===== config.mk =====
export PLATFORM = sky130hd
export DESIGN_NAME = mem_access_unit_flat
export DESIGN_NICKNAME = d
export VERILOG_FILES = /design/src/rtl/mem_access_unit_pkg.sv /design/src/rtl/mem_access_unit_if.sv /design/src/rtl/mem_lane_align.sv /design/src/rtl/mem_access_unit.sv /design/src/flat_wrapper.sv
export SDC_FILE = /design/constraint.sdc
export NUM_CORES = 1
export LEC_CHECK = 0
export CAP_MARGIN = 20
export CORE_AREA = 2 2 120 122
export DETAILED_ROUTE_END_ITERATION = 8
export DIE_AREA = 0 0 122 124
export GPL_ROUTABILITY_DRIVEN = 0
export MAX_ROUTING_LAYER = met4
export PLACE_DENSITY_LB_ADDON = 0.25
export SYNTH_ARGS = -nofsm -noshare
export SYNTH_HDL_FRONTEND = slang
export SYNTH_SLANG_ARGS = --single-unit

===== constraint.sdc =====
create_clock -name clock -period 2.9 [get_ports clock]
set_clock_uncertainty 0.05 [all_clocks]
set_input_delay 0.435 -clock clock [delete_from_list [all_inputs] [get_ports clock]]
set_output_delay 0.435 -clock clock [all_outputs]
set_load 0.005 [all_outputs]

===== src/rtl/mem_access_unit_pkg.sv =====
// Shared codes for the memory-stage load/store unit: opcodes, funct3
// values, bus direction, access sizes, FSM states and the size decoder.
package mem_access_unit_pkg;

    localparam logic [6:0] OP_LOAD  = 7'b0000011;
    localparam logic [6:0] OP_STORE = 7'b0100011;

    localparam logic [2:0] F3_LB  = 3'b000;
    localparam logic [2:0] F3_LH  = 3'b001;
    localparam logic [2:0] F3_LW  = 3'b010;
    localparam logic [2:0] F3_LD  = 3'b011;
    localparam logic [2:0] F3_LBU = 3'b100;
    localparam logic [2:0] F3_LHU = 3'b101;
    localparam logic [2:0] F3_LWU = 3'b110;

    localparam logic [2:0] F3_SB = 3'b000;
    localparam logic [2:0] F3_SH = 3'b001;
    localparam logic [2:0] F3_SW = 3'b010;
    localparam logic [2:0] F3_SD = 3'b011;

    localparam logic MEM_READ  = 1'b0;
    localparam logic MEM_WRITE = 1'b1;

    typedef enum logic [1:0] {
        SZ_B = 2'd0,
        SZ_H = 2'd1,
        SZ_W = 2'd2,
        SZ_D = 2'd3
    } size_e;

    typedef enum logic [1:0] {
        S_IDLE = 2'd0,
        S_REQ  = 2'd1,
        S_RESP = 2'd2
    } state_e;

    typedef struct packed {
        size_e size;
        logic  uns;
    } acc_t;

    // Any encoding not legal for the datapath width falls back to a
    // signed word access.
    function automatic acc_t decode_acc(
        input logic [2:0] f3,
        input logic       store,
        input logic       rv64
    );
        acc_t a;
        a.size = SZ_W;
        a.uns  = 1'b0;
        if (store) begin
            case ({1'b0, f3[1:0]})
                F3_SB:   a.size = SZ_B;
                F3_SH:   a.size = SZ_H;
                F3_SW:   a.size = SZ_W;
                F3_SD:   a.size = rv64 ? SZ_D : SZ_W;
                default: a.size = SZ_W;
            endcase
        end else begin
            case (f3)
                F3_LB:  a.size = SZ_B;
                F3_LH:  a.size = SZ_H;
                F3_LW:  a.size = SZ_W;
                F3_LD:  a.size = rv64 ? SZ_D : SZ_W;
                F3_LBU: begin a.size = SZ_B; a.uns = 1'b1; end
                F3_LHU: begin a.size = SZ_H; a.uns = 1'b1; end
                F3_LWU: begin a.size = SZ_W; a.uns = 1'b1; end
                default: a.size = SZ_W;
            endcase
        end
        return a;
    endfunction

endpackage


===== src/rtl/mem_access_unit_if.sv =====
// Single-outstanding valid/ack data-memory port.
// master: mem_req/we/addr/be/wdata out, mem_ack/rdata in; slave mirrors it.
interface mem_access_unit_if #(
    parameter int XLEN   = 32,
    parameter int ADDR_W = 32
);
    logic                mem_req;
    logic                mem_we;
    logic [ADDR_W-1:0]   mem_addr;
    logic [XLEN/8-1:0]   mem_be;
    logic [XLEN-1:0]     mem_wdata;
    logic                mem_ack;
    logic [XLEN-1:0]     mem_rdata;

    modport master (
        output mem_req, mem_we, mem_addr, mem_be, mem_wdata,
        input  mem_ack, mem_rdata
    );

    modport slave (
        input  mem_req, mem_we, mem_addr, mem_be, mem_wdata,
        output mem_ack, mem_rdata
    );
endinterface


===== src/rtl/mem_lane_align.sv =====
// Byte-lane alignment: size/offset -> misalignment, byte enables, shifted
// store data and extracted, sign/zero-extended load data. Purely combinational.
module mem_lane_align
    import mem_access_unit_pkg::*;
#(
    parameter int XLEN = 32,
    localparam int NB  = XLEN / 8,
    localparam int OW  = $clog2(NB)
) (
    input  size_e           size,
    input  logic [OW-1:0]   offset,
    input  logic            sign,
    input  logic [XLEN-1:0] wdata,
    input  logic [XLEN-1:0] rdata,
    output logic            misaligned,
    output logic [NB-1:0]   be,
    output logic [XLEN-1:0] wdata_lane,
    output logic [XLEN-1:0] rdata_ext
);

    logic [OW+2:0]   bit_off;
    logic [NB-1:0]   be_base;
    logic [XLEN-1:0] mask;
    logic [XLEN-1:0] shifted;
    logic            sbit;

    assign bit_off = {offset, 3'b000};

    always_comb begin
        be_base    = '0;
        mask       = '0;
        sbit       = 1'b0;
        misaligned = 1'b0;
        shifted    = rdata >> bit_off;
        unique case (size)
            SZ_B: begin
                be_base = NB'(1);
                mask    = XLEN'(8'hFF);
                sbit    = shifted[7];
            end
            SZ_H: begin
                be_base    = NB'(3);
                mask       = XLEN'(16'hFFFF);
                sbit       = shifted[15];
                misaligned = offset[0];
            end
            SZ_W: begin
                be_base    = NB'(4'hF);
                mask       = XLEN'(32'hFFFF_FFFF);
                sbit       = shifted[31];
                misaligned = |offset[1:0];
            end
            SZ_D: begin
                be_base    = '1;
                mask       = '1;
                sbit       = shifted[XLEN-1];
                misaligned = |offset;
            end
        endcase
        be         = be_base << offset;
        wdata_lane = wdata << bit_off;
        // Bits above the access width are filled with the sign bit
        // only for signed loads.
        rdata_ext  = (shifted & mask) | ((sign && sbit) ? ~mask : '0);
    end

endmodule


===== src/rtl/mem_access_unit.sv =====
// Memory-stage load/store unit: decodes LOAD/STORE, traps misalignment,
// drives one outstanding request on bus, times out a missing ack and
// returns the extended load result with a one-cycle done pulse.
// Ports: clock/reset; req_valid/req_ready/inst/addr/wdata from the pipeline;
// bus (master modport); done/rdata/exc_misaligned/exc_bus back to it.
module mem_access_unit
    import mem_access_unit_pkg::*;
#(
    parameter int XLEN    = 32,
    parameter int ADDR_W  = 32,
    parameter int TIMEOUT = 255
) (
    input  logic              clock,
    input  logic              reset,
    input  logic              req_valid,
    output logic              req_ready,
    input  logic [31:0]       inst,
    input  logic [ADDR_W-1:0] addr,
    input  logic [XLEN-1:0]   wdata,
    mem_access_unit_if.master bus,
    output logic              done,
    output logic [XLEN-1:0]   rdata,
    output logic              exc_misaligned,
    output logic              exc_bus
);

    localparam int NB    = XLEN / 8;
    localparam int OW    = $clog2(NB);
    localparam int CNT_W = $clog2(TIMEOUT + 2);
    localparam logic [CNT_W-1:0] TO_VAL = CNT_W'(TIMEOUT);
    localparam logic RV64 = (XLEN == 64);

    state_e            state;
    state_e            state_n;
    logic [ADDR_W-1:0] addr_q;
    logic [NB-1:0]     be_q;
    logic [XLEN-1:0]   wdata_q;
    logic [XLEN-1:0]   rdata_q;
    logic              we_q;
    size_e             size_q;
    logic              uns_q;
    logic [OW-1:0]     off_q;
    logic [CNT_W-1:0]  cnt;
    logic [CNT_W-1:0]  cnt_inc;
    logic              exc_mis_q;
    logic              exc_bus_q;

    logic              is_load;
    logic              is_store;
    logic              accept;
    logic              timeout_hit;
    logic              in_req;
    acc_t              acc;
    logic              unused_inst;

    size_e             al_size;
    logic [OW-1:0]     al_off;
    logic              al_sign;
    logic              al_mis;
    logic [NB-1:0]     al_be;
    logic [XLEN-1:0]   al_wdata;
    logic [XLEN-1:0]   al_rdata;

    assign is_load     = (inst[6:0] == OP_LOAD);
    assign is_store    = (inst[6:0] == OP_STORE);
    assign acc         = decode_acc(inst[14:12], is_store, RV64);
    assign unused_inst = ^{inst[31:15], inst[11:7]};

    assign req_ready   = (state == S_IDLE);
    assign accept      = req_valid && req_ready && (is_load || is_store);
    assign cnt_inc     = cnt + CNT_W'(1);
    assign timeout_hit = (TIMEOUT != 0) && (cnt_inc == TO_VAL);

    // One aligner serves both phases: the incoming request while idle
    // (enables, store data, misalignment) and the latched access while
    // waiting (load extraction).
    assign al_size = (state == S_IDLE) ? acc.size : size_q;
    assign al_off  = (state == S_IDLE) ? addr[OW-1:0] : off_q;
    assign al_sign = (state == S_IDLE) ? !acc.uns : !uns_q;

    mem_lane_align #(
        .XLEN (XLEN)
    ) u_align (
        .size       (al_size),
        .offset     (al_off),
        .sign       (al_sign),
        .wdata      (wdata),
        .rdata      (bus.mem_rdata),
        .misaligned (al_mis),
        .be         (al_be),
        .wdata_lane (al_wdata),
        .rdata_ext  (al_rdata)
    );

    always_ff @(posedge clock) begin
        if (reset) begin
            state <= S_IDLE;
        end else begin
            state <= state_n;
        end
    end

    always_comb begin
        state_n = state;
        unique case (state)
            S_IDLE: if (accept) state_n = al_mis ? S_RESP : S_REQ;
            S_REQ:  if (bus.mem_ack || timeout_hit) state_n = S_RESP;
            S_RESP: state_n = S_IDLE;
            default: state_n = S_IDLE;
        endcase
    end

    always_ff @(posedge clock) begin
        if (reset) begin
            addr_q    <= '0;
            be_q      <= '0;
            wdata_q   <= '0;
            rdata_q   <= '0;
            we_q      <= MEM_READ;
            size_q    <= SZ_B;
            uns_q     <= 1'b0;
            off_q     <= '0;
            cnt       <= '0;
            exc_mis_q <= 1'b0;
            exc_bus_q <= 1'b0;
        end else begin
            unique case (state)
                S_IDLE: if (accept) begin
                    addr_q    <= {addr[ADDR_W-1:OW], OW'(0)};
                    be_q      <= al_be;
                    wdata_q   <= al_wdata;
                    we_q      <= is_store ? MEM_WRITE : MEM_READ;
                    size_q    <= acc.size;
                    uns_q     <= acc.uns;
                    off_q     <= addr[OW-1:0];
                    cnt       <= '0;
                    exc_mis_q <= al_mis;
                end
                S_REQ: begin
                    cnt <= cnt_inc;
                    // Ack has priority over a timeout in the same cycle.
                    if (bus.mem_ack) begin
                        rdata_q <= (we_q == MEM_WRITE) ? '0 : al_rdata;
                    end else if (timeout_hit) begin
                        exc_bus_q <= 1'b1;
                    end
                end
                S_RESP: begin
                    rdata_q   <= '0;
                    exc_mis_q <= 1'b0;
                    exc_bus_q <= 1'b0;
                end
                default: ;
            endcase
        end
    end

    // Bus outputs are forced low outside REQ so the port is quiet when idle.
    assign in_req        = (state == S_REQ);
    assign bus.mem_req   = in_req;
    assign bus.mem_we    = in_req & we_q;
    assign bus.mem_addr  = in_req ? addr_q : '0;
    assign bus.mem_be    = in_req ? be_q : '0;
    assign bus.mem_wdata = in_req ? wdata_q : '0;

    assign done           = (state == S_RESP);
    assign rdata          = rdata_q;
    assign exc_misaligned = exc_mis_q;
    assign exc_bus        = exc_bus_q;

endmodule


===== src/flat_wrapper.sv =====
// flat-port wrapper written by rule: the top's interface ports become plain ports
module mem_access_unit_flat import mem_access_unit_pkg::*;
#(
    parameter int XLEN    = 32,
    parameter int ADDR_W  = 32,
    parameter int TIMEOUT = 255
)
  (clock, reset, req_valid, req_ready, inst, addr, wdata, done, rdata, exc_misaligned, exc_bus, bus_mem_req, bus_mem_we, bus_mem_addr, bus_mem_be, bus_mem_wdata, bus_mem_ack, bus_mem_rdata);
  mem_access_unit_if #(.XLEN(XLEN), .ADDR_W(ADDR_W)) bus_i ();
  input  logic clock;
  input  logic reset;
  input  logic req_valid;
  output logic req_ready;
  input  logic [31:0] inst;
  input  logic [ADDR_W-1:0] addr;
  input  logic [XLEN-1:0] wdata;
  output logic done;
  output logic [XLEN-1:0] rdata;
  output logic exc_misaligned;
  output logic exc_bus;
  output wire logic [$bits(bus_i.mem_req)-1:0] bus_mem_req;
  output wire logic [$bits(bus_i.mem_we)-1:0] bus_mem_we;
  output wire logic [$bits(bus_i.mem_addr)-1:0] bus_mem_addr;
  output wire logic [$bits(bus_i.mem_be)-1:0] bus_mem_be;
  output wire logic [$bits(bus_i.mem_wdata)-1:0] bus_mem_wdata;
  input wire logic [$bits(bus_i.mem_ack)-1:0] bus_mem_ack;
  input wire logic [$bits(bus_i.mem_rdata)-1:0] bus_mem_rdata;
  assign bus_mem_req = bus_i.mem_req;
  assign bus_mem_we = bus_i.mem_we;
  assign bus_mem_addr = bus_i.mem_addr;
  assign bus_mem_be = bus_i.mem_be;
  assign bus_mem_wdata = bus_i.mem_wdata;
  assign bus_i.mem_ack = bus_mem_ack;
  assign bus_i.mem_rdata = bus_mem_rdata;
  mem_access_unit #(.XLEN(XLEN), .ADDR_W(ADDR_W), .TIMEOUT(TIMEOUT)) u_core (.clock(clock), .reset(reset), .req_valid(req_valid), .req_ready(req_ready), .inst(inst), .addr(addr), .wdata(wdata), .bus(bus_i), .done(done), .rdata(rdata), .exc_misaligned(exc_misaligned), .exc_bus(exc_bus));
endmodule

== Word level (Yosys, flattened, before mapping) ==
Cells that the tools add are included.

* Bits in registers: 117
* Bits of input ports: 132
* Output and inout port bits: 106
* Word-level logic and storage cells: 97

* $add $sub $neg: 1
* Equality and inequality tests: 20
* Shift operators: 3
* Multiplexer cells: 31
* Bitwise operators: 4
* Reduce and logical (&&, ||, !) cells: 26

{| class="wikitable"
|+ Operators by type and width
! operator !! number
|-
| $mux W32 || 5
|-
| $pmux W32 S3 || 1
|-
| $pmux W32 S2 || 1
|-
| $and A32 B32 Y32 || 1
|-
| $not A32 Y32 || 1
|-
| $or A32 B32 Y32 || 1
|-
| $shl A32 B5 Y32 || 1
|-
| $shr A32 B5 Y32 || 1
|-
| $pmux W9 S2 || 1
|-
| $mux W2 || 6
|-
| $pmux W4 S3 || 1
|-
| $eq A2 B2 Y1 const B || 5
|-
| $reduce_and A2 Y1 || 5
|-
| $reduce_or A2 Y1 || 5
|-
| $add A9 B1 Y9 const B || 1
|-
| $eq A3 B3 Y1 const B || 3
|-
| $eq A9 B8 Y1 const B || 1
|-
| $mux W9 || 1
|-
| $ne A2 B2 Y1 const B || 4
|-
| $pmux W2 S2 || 2
|-
| $eq A7 B2 Y1 const B || 1
|-
| $eq A7 B6 Y1 const B || 1
|-
| $mux W1 || 7
|-
| $eq A2 B1 Y1 const B || 3
|-
| 16 further kinds || 26
|}

== Logic depth before layout (Yosys ltp) ==
Gate-level depths: netlist (run 1).

* Word-level depth: 14
* Gate-level depth with buffers: 9
* Mapped depth without buffers: 7

== Modules after synthesis ==
A second synthesis (run 1) with hierarchy kept.

* Cells, all modules: 864
* Area total of the unflattened synthesis: 6461.2 µm²

{| class="wikitable"
|+ Modules (own cells, without submodules)
! module !! instances !! cells each !! area an instance (µm²) !! sequential area each (µm²)
|-
| mem_access_unit || 1 || 659 || 5022.3 || 2342.2
|-
| mem_lane_align || 1 || 205 || 1438.9 || 0.0
|}

== Worst setup path after synthesis (run 1) ==
OpenSTA, ideal clock, no wires.

* Path type: flip-flop to flip-flop
* Start: register u_core.state[1]
* End: register u_core.rdata_q[21], in the netlist u_core.rdata[21]
* Arrival: 1.951 ns
* Data required time: 2.774 ns
* Path slack: 0.823 ns
* Cell stages (with the launch flop): 7
* Cell sequence: dfxtp_1 nor2_2 mux2_2 a21o_1 a211o_4 buf_6 o22ai_1

* Longest elaborated chain between the ends: 11
* Elaborated cells on any way between the ends: 25
* Classes of those cells: eq/ne: 6; shift: 1; mux: 9; bitwise: 3; reduce/logical: 6

{| class="wikitable"
|+ RTL lines
! what !! RTL line !! source
|-
| start, declared || mem_access_unit.sv:33 || <nowiki>state_e state;</nowiki>
|-
| start signal, assigned || mem_access_unit.sv:99 || <nowiki>state <= state_n;</nowiki>
|-
| $logic_not A2 Y1 * || - ||
|-
| via req_ready || flat_wrapper.sv:13 || <nowiki>output logic req_ready;</nowiki>
|-
| branches (longest 6 deep; another with $shr A32 B5 Y32) || - ||
|-
| $or A32 B32 Y32 * || mem_lane_align.sv:64 || <nowiki>rdata_ext = (shifted & mask) | ((sign && sbit) ? ~mask : '0);</nowiki>
|-
| $mux W32 * || mem_access_unit.sv:143 || <nowiki>rdata_q <= (we_q == MEM_WRITE) ? '0 : al_rdata;</nowiki>
|-
| $mux W32 * || mem_access_unit.sv:142 || <nowiki>if (bus.mem_ack) begin</nowiki>
|-
| $pmux W32 S2 * || mem_access_unit.sv:127 || <nowiki>unique case (state)</nowiki>
|-
| end signal, assigned || mem_access_unit.sv:143 ||
|-
| end, declared || mem_access_unit.sv:38 || <nowiki>logic [XLEN-1:0] rdata_q;</nowiki>
|}

Mark *: on every way through the listed nets, which the timed path passes. The select of a mux whose other input is x is not followed.
A chain may end at the register's enable or synchronous reset.

== Final worst setup path (run 1) ==
* Start: register u_core.state[1]
* End: output port bus_mem_wdata[9]

* Longest elaborated chain between the ends: 2

{| class="wikitable"
|+ RTL lines
! what !! RTL line !! source
|-
| $eq A2 B1 Y1 || mem_access_unit.sv:159 || <nowiki>assign in_req = (state == S_REQ);</nowiki>
|-
| $mux W32 || mem_access_unit.sv:164 || <nowiki>assign bus.mem_wdata = in_req ? wdata_q : '0;</nowiki>
|-
| end, declared || flat_wrapper.sv:25 || <nowiki>output wire logic [$bits(bus_i.mem_wdata)-1:0] bus_mem_wdata;</nowiki>
|}

Every way passes these cells.

==> results of run 1 <==
-- cell usage in the layout (no fill, tap or decap), drive strengths merged, types with 11 or more instances in the layout --
cell type and count:
a211oi 17, a21oi 68, a221oi 17, a32oi 11
and2 72, and3 11, buf 27, clkbuf 22
clkdlybuf4s50 212, dfxtp 117, mux2 16, mux2i 17
nand2 131, nand3 22, nor2 31, o21ai 23
o22ai 16
-- area by class of cell --
class / instances / area, um^2 / share of cell area, %
Antenna cell: 1 / 2.502 / 0.02812
Clock buffer: 22 / 484.2 / 5.442
Clock inverter: 9 / 125.1 / 1.406
Inverter: 6 / 22.52 / 0.2531
Multi-Input combinational cell: 546 / 3324 / 37.36
Sequential cell: 117 / 2342 / 26.32
Tap cell: 180 / 225.2 / 2.531
Timing Repair Buffer: 239 / 2372 / 26.66
-- routing by layer --
layer	GRT usage (%)	wire (um)
met1	33.15	8353
met2	39.11	8880
met3	7.967	1422
met4	8.908	454
met5	-	0
-- worst paths after layout --
kind | end | startpoint | depth (start not counted) | slack (ps)
worst max-delay path | bus_mem_wdata[9] | u_core.state[1]$_SDFFE_PP0P_ | 6 | 310
worst min-delay path | u_core.wdata_q[6]$_SDFFE_PP0P_ | reset | 2 | 330
worst max register to register | u_core.rdata[20]$_SDFFE_PP0P_ | u_core.state[0]$_SDFFE_PP0P_ | 5 | 480
worst min register to register | u_core.wdata_q[12]$_SDFFE_PP0P_ | u_core.wdata_q[12]$_SDFFE_PP0P_ | 2 | 400
-- registers in the layout, indices dropped and copies added, names as in the netlist --
register / cells
u_core.rdata: 32
u_core.wdata_q: 32
u_core.addr_q: 30
u_core.cnt: 9
u_core.be_q: 4
u_core.off_q: 2
u_core.size_q: 2
u_core.state: 2
u_core.exc_bus: 1
u_core.exc_misaligned: 1
u_core.uns_q: 1
u_core.we_q: 1
-- logic make-up (layout without fill, tap and decap cells) --
family	count (synthesis)	in the layout	synth area share, %
adder cells (fa/ha/maj)	2	2	0.4200
other	1	3	0.06295
buffers and inverters	67	276	5.020
XOR/XNOR	1	1	0.1471
AND/OR/NAND/NOR	304	304	25.50
flip-flops	117	117	39.32
AO/OA/AOI/OAI	204	204	23.65
multiplexers	33	33	5.881
-- power by group through the flow --
stage	clock, mW	combinational [mW]	sequential, mW
floorplan	0	0.170	1.65
global placement	0	0.389	1.65
detailed placement	0	0.390	1.65
CTS	2.19	0.392	1.62
global route	2.26	0.426	1.62
finish	2.16	0.394	1.62
-- critical path, cell delays in order (launching register included) --
cell and delay [ps]:
sky130_fd_sc_hd__dfxtp_1 320, sky130_fd_sc_hd__buf_4 180, sky130_fd_sc_hd__nand2b_1 180, sky130_fd_sc_hd__inv_2 90
sky130_fd_sc_hd__buf_12 220, sky130_fd_sc_hd__and2_1 190, sky130_fd_sc_hd__clkdlybuf4s50_1 510
-- through the flow --
step	worst slack [ps]	utilization [%]	hold slack, ps
2_1_floorplan	822.9	-	377.3
3_3_place_gp	228.2	60.40	382.4
3_5_place_dp	208.6	60.40	389.6
4_1_cts	265.2	64.84	318.7
5_1_grt	178.2	64.86	327.2
6_report	307.4	64.86	328.5
==> Flow_metrics.wiki, run 1 <==
{| class="wikitable"
! Metric !! Value
|-
| Clock Pin Slew Worst Setup and Hold Paths || ~50 ps
|-
| Prevailing post-synth register cell || sky130_fd_sc_hd__dfxtp_1
|-
| Fraction of final layout cells sized beyond drive strength 1 || 10.44%
|-
| Pre-antenna DRT Iters || 6
|-
| Unrepaired setup endpoints after global routing || no
|-
| Dpl hpwl || about 13 mm
|-
| Clock sinks || 117
|-
| Routed length per instance || 17.06 um
|-
| Critical path required time || 2410 ps
|-
| Antenna Nets Post-Route || 0
|-
| Total I/O pin count || roughly 240
|-
| Average size of a mapped cell || between 8 and 9 um^2
|-
| Clock share of power || 51.8%
|-
| Area contributors post-synth || sky130_fd_sc_hd__dfxtp_1, sky130_fd_sc_hd__nand2_1, sky130_fd_sc_hd__and2_1, sky130_fd_sc_hd__a21oi_1, sky130_fd_sc_hd__mux2_2
|-
| Critical path fanouts, max || 57
|-
| Total congestion overflow || 0
|-
| Vias in the first global route || 5879
|-
| Core footprint || 0.01372 mm^2
|-
| Number of remaining DRC errors || 0
|-
| Number of enable-type register cells in the synthesized netlist || 0
|-
| Initial core utilization || 43.42%
|-
| Total number of vias || approximately 6100
|-
| Post-Synthesis Cells || 729
|-
| Part of the Yosys area used for sequential elements || 39.32%
|-
| Max Cap Violations || 0
|-
| Max-slew headroom at the worst pin || a little under three fifths
|-
| Netlist Area Pre-Place || 0.005957 mm^2
|-
| Async set or reset register ratio after synthesis || 0%
|-
| Setup crit end kind || output pin
|-
| Outcome || finished, final reports clean
|-
| Cell internal pwr || 3.257 mW
|-
| Fraction of post-synthesis cell area in the top cell type by area || 39.32%
|-
| Count of cell types in the netlist || 61
|-
| H-tree lvl count || 4
|-
| First-pass GRT wire length || between 20 and 30 mm
|-
| Combinational power share || 9.5%
|-
| Final cell count without fillers || 1120
|-
| Count of hold-fix buffers inserted at cts || 0
|-
| Routed via count divided by cell count || 5.486
|-
| Number of placed instances, taps included || 1088
|-
| Cts repair resizes || 0
|-
| Final hold violation count || 0
|-
| Transition time at the pin with the least slew margin || ~660 ps
|-
| Max VDD drop || 0.4527 mV
|-
| Largest net degree at the start of global routing || around 60
|-
| Die height || 124 um
|-
| Die outline width || 122 um
|-
| Area leader, netlist || sky130_fd_sc_hd__dfxtp_1
|-
| CTS Buf Count || 17
|-
| Worst Setup Path Type || reg2out
|-
| Total Nets Final || 1061
|-
| YS warnings || 0
|-
| Root Buffer Master || sky130_fd_sc_hd__clkbuf_16
|-
| Class of the worst hold path || in2reg
|-
| Most repeated cell in the gate-level netlist after synthesis || sky130_fd_sc_hd__nand2_1
|-
| Peak clock frequency supported by timing || 385.7 MHz
|-
| Nature of the critical path startpoint || flip-flop
|-
| CTS tree || built
|-
| Final period util || 89.40%
|-
| Site Rows || 43
|-
| Leakage power || approximately 3.2 nW
|-
| Switching share of total power || a little over a fifth
|-
| Psw || 908.5 uW
|-
| Number of I/O port buffers || 213
|-
| Setup Buffers After CTS || 0
|-
| Arrival time at the worst endpoint || 2110 ps
|-
| Synthesized flop and latch total || approximately 120
|-
| Number of antenna violations at the first check in global routing || 1
|-
| Post-route cell area || 0.008899 mm^2
|-
| Max-slew violation count || 0
|-
| Fill cell count || 1192
|-
| Power density over the cells || between 400 and 500 mW/mm^2
|-
| Final-layout setup total negative slack || 0 ps
|-
| Sequential share of power || 38.8%
|-
| Total routing usage reported by global routing || 25.97%
|-
| Final worst path period need || ~2600 ps
|-
| Most frequent cells after synthesis || sky130_fd_sc_hd__nand2_1, sky130_fd_sc_hd__dfxtp_1, sky130_fd_sc_hd__and2_1
|-
| Area growth syn-to-layout || 49.38%
|-
| Clk buf depth || 2
|-
| Iteration-0 DRC count of the detailed router || between 500 and 600
|-
| Final setup violation count || 0
|-
| Total routed wirelength || 19.11 mm
|-
| Insertion delay to the later sink of the worst-skew pair || 410 ps
|-
| Die area || 0.01513 mm^2
|-
| Power Total || 4.165 mW
|-
| Total cell area at the placement stage || 0.008287 mm^2
|}
No activity file was read; power rests on OpenSTA's default activity.
==> inputs of run 2 (changes only) <==
Settings changed: GPL_ROUTABILITY_DRIVEN 0 to not set, MAX_ROUTING_LAYER met4 to not set, SLEW_MARGIN set to 20.
==> run 2 against run 1 <==
Against the previous run: critical path depth stayed put; final cell count stayed put; global-route usage fell by 0.79 points; design area unchanged; combinational power is essentially flat; maximum frequency barely moved; total power about the same; sequential power barely moved; non-clock buffer count unchanged; critical endpoint is now bus_mem_addr[13].
==> Flow_metrics.wiki, run 2 (synthesized netlist as in run 1, its figures left out) <==
{| class="wikitable"
! Metric !! Value
|-
| Outcome || finished, final reports clean
|-
| H-tree lvl count || 4
|-
| Arrival time at the worst endpoint || 2110 ps
|-
| Max-slew violation count || 0
|-
| Final setup violation count || 0
|-
| Area growth syn-to-layout || 49.38%
|-
| Critical path, cell by cell || buf_4 > nand2b_1 > inv_2 > buf_4 > and2_1 > clkdlybuf4s50_1
|-
| Critical path's most frequent cell || sky130_fd_sc_hd__buf_4
|-
| Initial core utilization || 43.42%
|-
| Total routed wirelength || 19.03 mm
|-
| Final-layout setup total negative slack || 0 ps
|-
| Final period util || a little under 90%
|-
| Nature of the critical path startpoint || flip-flop
|-
| Clock sinks || between 100 and 150
|-
| Commonest non-fill, non-tap cells in the layout || sky130_fd_sc_hd__clkdlybuf4s50_1, sky130_fd_sc_hd__nand2_1, sky130_fd_sc_hd__dfxtp_1, sky130_fd_sc_hd__and2_1, sky130_fd_sc_hd__a21oi_1
|-
| Site Rows || 43
|-
| Max Cap Violations || 0
|-
| Cts repair resizes || 0
|-
| CTS Buf Count || 17
|-
| Dpl hpwl || 13.36 mm
|-
| Clk buf depth || 2
|-
| Routed length per instance || 16.99 um
|-
| Clock Pin Slew Worst Setup and Hold Paths || approximately 50 ps
|-
| Setup crit end kind || output pin
|-
| Dpl ws || 208.6 ps
|-
| Total number of vias || a little over 6000
|-
| Leakage power || 3.192 nW
|-
| CTS tree || built
|-
| Post-route cell area || 0.008899 mm^2
|-
| Final hold violation count || 0
|-
| Critical path required time || approximately 2400 ps
|-
| Transition time at the pin with the least slew margin || 647.4 ps
|-
| Total cell area at the placement stage || 0.008287 mm^2
|-
| Biggest cell delay along the critical path || 530 ps
|-
| Total Nets Final || 1061
|-
| Pre-antenna DRT Iters || 5
|-
| Total routing usage reported by global routing || ~25%
|-
| Root Buffer Master || sky130_fd_sc_hd__clkbuf_16
|-
| Peak clock frequency supported by timing || 385.9 MHz
|-
| Power density over the cells || roughly 470 mW/mm^2
|-
| Count of hold-fix buffers inserted at cts || 0
|-
| Slowest cell on the critical path || sky130_fd_sc_hd__clkdlybuf4s50_1
|-
| Final worst path period need || 2591 ps
|-
| Max VDD drop || about 0.45 mV
|-
| Die area || approximately 0.015 mm^2
|-
| Die outline width || 122 um
|-
| Number of I/O port buffers || 213
|-
| Vias in the first global route || between 5000 and 6000
|-
| Total congestion overflow || 0
|-
| Global placer's final weighted congestion || about 0.85
|-
| Unrepaired setup endpoints after global routing || no
|-
| Fraction of final layout cells sized beyond drive strength 1 || 10.44%
|-
| Max-slew headroom at the worst pin || 56.84%
|-
| Insertion delay to the later sink of the worst-skew pair || roughly 400 ps
|-
| Routed via count divided by cell count || 5.435
|-
| Number of antenna violations at the first check in global routing || 1
|-
| First-pass GRT wire length || between 20 and 30 mm
|-
| Class of the worst hold path || in2reg
|-
| Antenna Nets Post-Route || 0
|-
| Critical path fanouts, max || 26
|-
| Setup Buffers After CTS || 0
|-
| Commonest non-fill, non-tap cell in the layout || sky130_fd_sc_hd__clkdlybuf4s50_1
|-
| Number of remaining DRC errors || 0
|-
| Core footprint || 0.01372 mm^2
|-
| Worst Setup Path Type || reg2out
|-
| Iteration-0 DRC count of the detailed router || 495
|-
| Total I/O pin count || around 240
|-
| Slack of the critical path || 309.0 ps
|-
| Largest net degree at the start of global routing || slightly below 60
|-
| Die height || 124 um
|}
==> run 2: critical path: cells and delay by family, from the launching register on <==
family                 cells  cell delay, ps
AND/OR/NAND/NOR            2             330
flip-flops                 1             320
buffers and inverters      4            1040
==> run 2: power by group <==
part	internal, mW	switching (mW)
combinational	0.214	0.180
sequential	1.61	0.00262
clock	1.43	0.726
==> run 2: per-layer routing <==
metal / vias to the layer above / track usage [%] / routed length [um]
li1: 3018 / - / -
met1: 2815 / 32.33 / 8090
met2: 220 / 39.07 / 8858
met3: 34 / 8.929 / 1650
met4: 0 / 9.124 / 426
met5: - / 0 / 0
==> run 2: path summary, 6_finish.rpt <==
path / depth (start not counted) / end / startpoint / slack (ps)
worst max-delay path: 6 / bus_mem_addr[13] / u_core.state[1]$_SDFFE_PP0P_ / 310
worst min-delay path: 2 / u_core.wdata_q[6]$_SDFFE_PP0P_ / reset / 330
worst max register to register: 5 / u_core.rdata[20]$_SDFFE_PP0P_ / u_core.state[0]$_SDFFE_PP0P_ / 460
worst min register to register: 2 / u_core.wdata_q[12]$_SDFFE_PP0P_ / u_core.wdata_q[12]$_SDFFE_PP0P_ / 400
==> run 2: stage by stage <==
stage	power, mW	cells	hold WS, ps	util [%]
finish	4.165	1120	329.0	64.86
global route	4.298	1119	329.1	64.84
CTS	4.198	1119	318.7	64.84
detailed placement	2.040	1088	389.6	60.40
global placement	2.038	1088	382.4	60.40
floorplan	1.819	730	377.3	-
==> run 2: layout make-up <==
class                      instances  area (um^2)
fill                            1191         4821
multi-input combinational        546         3324
timing repair buffer             239         2372
sequential                       117         2342
clock buffer                      22        484.2
tap                              180        225.2
clock inverter                     9        125.1
inverter                           6        22.52
antenna                            1        2.502
==> inputs of run 3 (changes only) <==
Settings changed: CTS_CLUSTER_DIAMETER set to 60, GPL_TIMING_DRIVEN set to 0.
==> run 3 against run 2 <==
Against the previous run: die area unchanged; routed wire length up 9.5%; combinational power up 3%; first-iteration DRC count up 2.2%; largest power group unchanged.
==> Flow_metrics.wiki, run 3 (synthesized netlist as in run 1, its figures left out) <==
{| class="wikitable"
! Metric !! Value
|-
| Fraction of final layout cells sized beyond drive strength 1 || 9.836%
|-
| Psw || 944.3 uW
|-
| CTS Buf Count || 17
|-
| Number of I/O port buffers || about 210
|-
| Total routing usage reported by global routing || 27.86%
|-
| First-pass GRT wire length || 32.28 mm
|-
| Total congestion overflow || 0
|-
| Die area || 0.01513 mm^2
|-
| Max Cap Violations || 0
|-
| Commonest non-fill, non-tap cells in the layout || sky130_fd_sc_hd__clkdlybuf4s50_1, sky130_fd_sc_hd__nand2_1, sky130_fd_sc_hd__dfxtp_1, sky130_fd_sc_hd__and2_1, sky130_fd_sc_hd__a21oi_1
|-
| Max-slew headroom at the worst pin || between 40% and 50%
|-
| Initial core utilization || a little over two fifths
|-
| Root Buffer Master || sky130_fd_sc_hd__clkbuf_16
|-
| Power density over the cells || 460.7 mW/mm^2
|-
| Sequential share of power || slightly below 40%
|-
| Core footprint || 0.01372 mm^2
|-
| Unrepaired setup endpoints after global routing || no
|-
| Routed length per instance || roughly 18 um
|-
| Cell internal pwr || roughly 3.2 mW
|-
| Peak clock frequency supported by timing || roughly 360 MHz
|-
| Outcome || finished, final reports clean
|-
| Number of remaining DRC errors || 0
|-
| Critical path fanouts, max || 10
|-
| Site Rows || 43
|-
| Die outline width || 122 um
|-
| Total routed wirelength || 20.83 mm
|-
| Area growth syn-to-layout || 49.91%
|-
| Pre-antenna DRT Iters || 5
|-
| Dpl hpwl || 15.46 mm
|-
| Final hold violation count || 0
|-
| Area of the multi-input gates || about 0.0033 mm^2
|-
| Fill cell count || 1223
|-
| Final worst path period need || ~2800 ps
|-
| Vias in the first global route || 6009
|-
| Setup crit end kind || output pin
|-
| Worst Setup Path Type || reg2out
|-
| Insertion delay to the later sink of the worst-skew pair || 420 ps
|-
| Clock share of power || 50.9%
|-
| Nature of the critical path startpoint || flip-flop
|-
| Leakage power || 3.204 nW
|-
| Clk buf depth || 2
|-
| Count of hold-fix buffers inserted at cts || 0
|-
| Antenna diode count || 0
|-
| Arrival time at the worst endpoint || approximately 2300 ps
|-
| Largest net degree at the start of global routing || 17
|-
| Iteration-0 DRC count of the detailed router || 506
|-
| Total I/O pin count || 238
|-
| Number of antenna violations at the first check in global routing || 0
|-
| End-of-flow core utilization || 65.09%
|-
| Global placer's final weighted congestion || 0.9239
|-
| Final-layout setup total negative slack || 0 ps
|-
| Reg-to-Reg Start || u_core.state[1]$_SDFFE_PP0P_
|-
| Sequential cell area || 0.002342 mm^2
|-
| Total Nets Final || 1097
|-
| Final period util || 96.15%
|-
| Transition time at the pin with the least slew margin || 770.0 ps
|-
| Max-slew violation count || 0
|-
| Antenna Nets Post-Route || 0
|-
| Final setup violation count || 0
|-
| Max VDD drop || between 0.4 and 0.5 mV
|-
| Launch point of the critical path || u_core.state[1]$_SDFFE_PP0P_
|-
| Die height || between 100 and 150 um
|-
| Power Total || 4.114 mW
|-
| H-tree lvl count || 4
|-
| Routed via count divided by cell count || roughly 5.5
|-
| Clock Pin Slew Worst Setup and Hold Paths || 50 ps
|-
| Total number of vias || 6408
|-
| Combinational power share || slightly below 10%
|-
| Dpl ws || -68.05 ps
|-
| CTS tree || built
|-
| Critical path required time || 2410 ps
|-
| Startpoint of the tightest hold check path || u_core.wdata_q[9]$_SDFFE_PP0P_
|-
| Slack of the critical path || around 110 ps
|-
| Clock sinks || between 100 and 150
|-
| Class of the worst hold path || reg2reg
|-
| Commonest non-fill, non-tap cell in the layout || sky130_fd_sc_hd__clkdlybuf4s50_1
|-
| Switching share of total power || 22.95%
|}
==> run 3: path summary, 6_finish.rpt <==
path,slack (ps),cells past startpoint,to
max reg2reg,200,5,u_core.rdata[13]$_SDFFE_PP0P_
min reg2reg,400,2,u_core.wdata_q[9]$_SDFFE_PP0P_
min,400,2,u_core.wdata_q[9]$_SDFFE_PP0P_
max,110,6,bus_mem_wdata[31]
==> run 3: final cells by class <==
cell class / instances / share of cell area, %
inverters: 6 / 0.2942
repair buffers: 214 / 23.96
clock buffers: 23 / 5.464
clock inverters: 9 / 1.121
repair inverters: 1 / 0.08407
flip-flops and latches: 117 / 26.23
well taps: 180 / 2.522
multi-input cells: 546 / 37.17
plain buffers: 60 / 3.153
==> run 3: layer usage <==
metal | GRT usage (%) | routed length (um) | share of wire [%] | up-vias
met3 | 8.333 | 1979 | 9.5 | 47
met5 | 0 | 0 | 0 | -
li1 | - | - | - | 3096
met2 | 43.92 | 9585 | 46 | 307
met4 | 9.626 | 507 | 2.4 | 0
met1 | 36.32 | 8752 | 42 | 2958
==> run 3: stage by stage <==
step / cell area, um^2 / hold slack [ps] / instances
global route: 8930 / 412.5 / 1156
detailed placement: 8318 / 389.9 / 1123
finish: 8930 / 397.7 / 1156
CTS: 8922 / 397.3 / 1156
global placement: 8318 / 382.0 / 1123
floorplan: 5961 / 377.3 / 730
==> run 3: power by group through the flow <==
stage | Clock, mW | Sequential, mW | Combinational (mW)
after floorplan | 0 | 1.65 | 0.170
after global placement | 0 | 1.65 | 0.395
after detailed placement | 0 | 1.65 | 0.396
after CTS | 2.11 | 1.62 | 0.399
after global routing | 2.18 | 1.62 | 0.433
final | 2.09 | 1.62 | 0.405
==> run 3: worst max-delay path, stage by stage, from the launching register on <==
cell and delay, ps:
sky130_fd_sc_hd__dfxtp_1 420, sky130_fd_sc_hd__nand2b_1 130, sky130_fd_sc_hd__clkbuf_4 220, sky130_fd_sc_hd__clkinvlp_4 210, sky130_fd_sc_hd__buf_2 250, sky130_fd_sc_hd__and2_1 210
sky130_fd_sc_hd__clkdlybuf4s50_1 440
==> run 3: timing repair <==
item | 4_1_cts | 5_1_grt
resized for setup | 4 | 10
gates cloned | 1 | 0
setup endpoints to repair | 68 | 68
setup buffers | 1 | 0
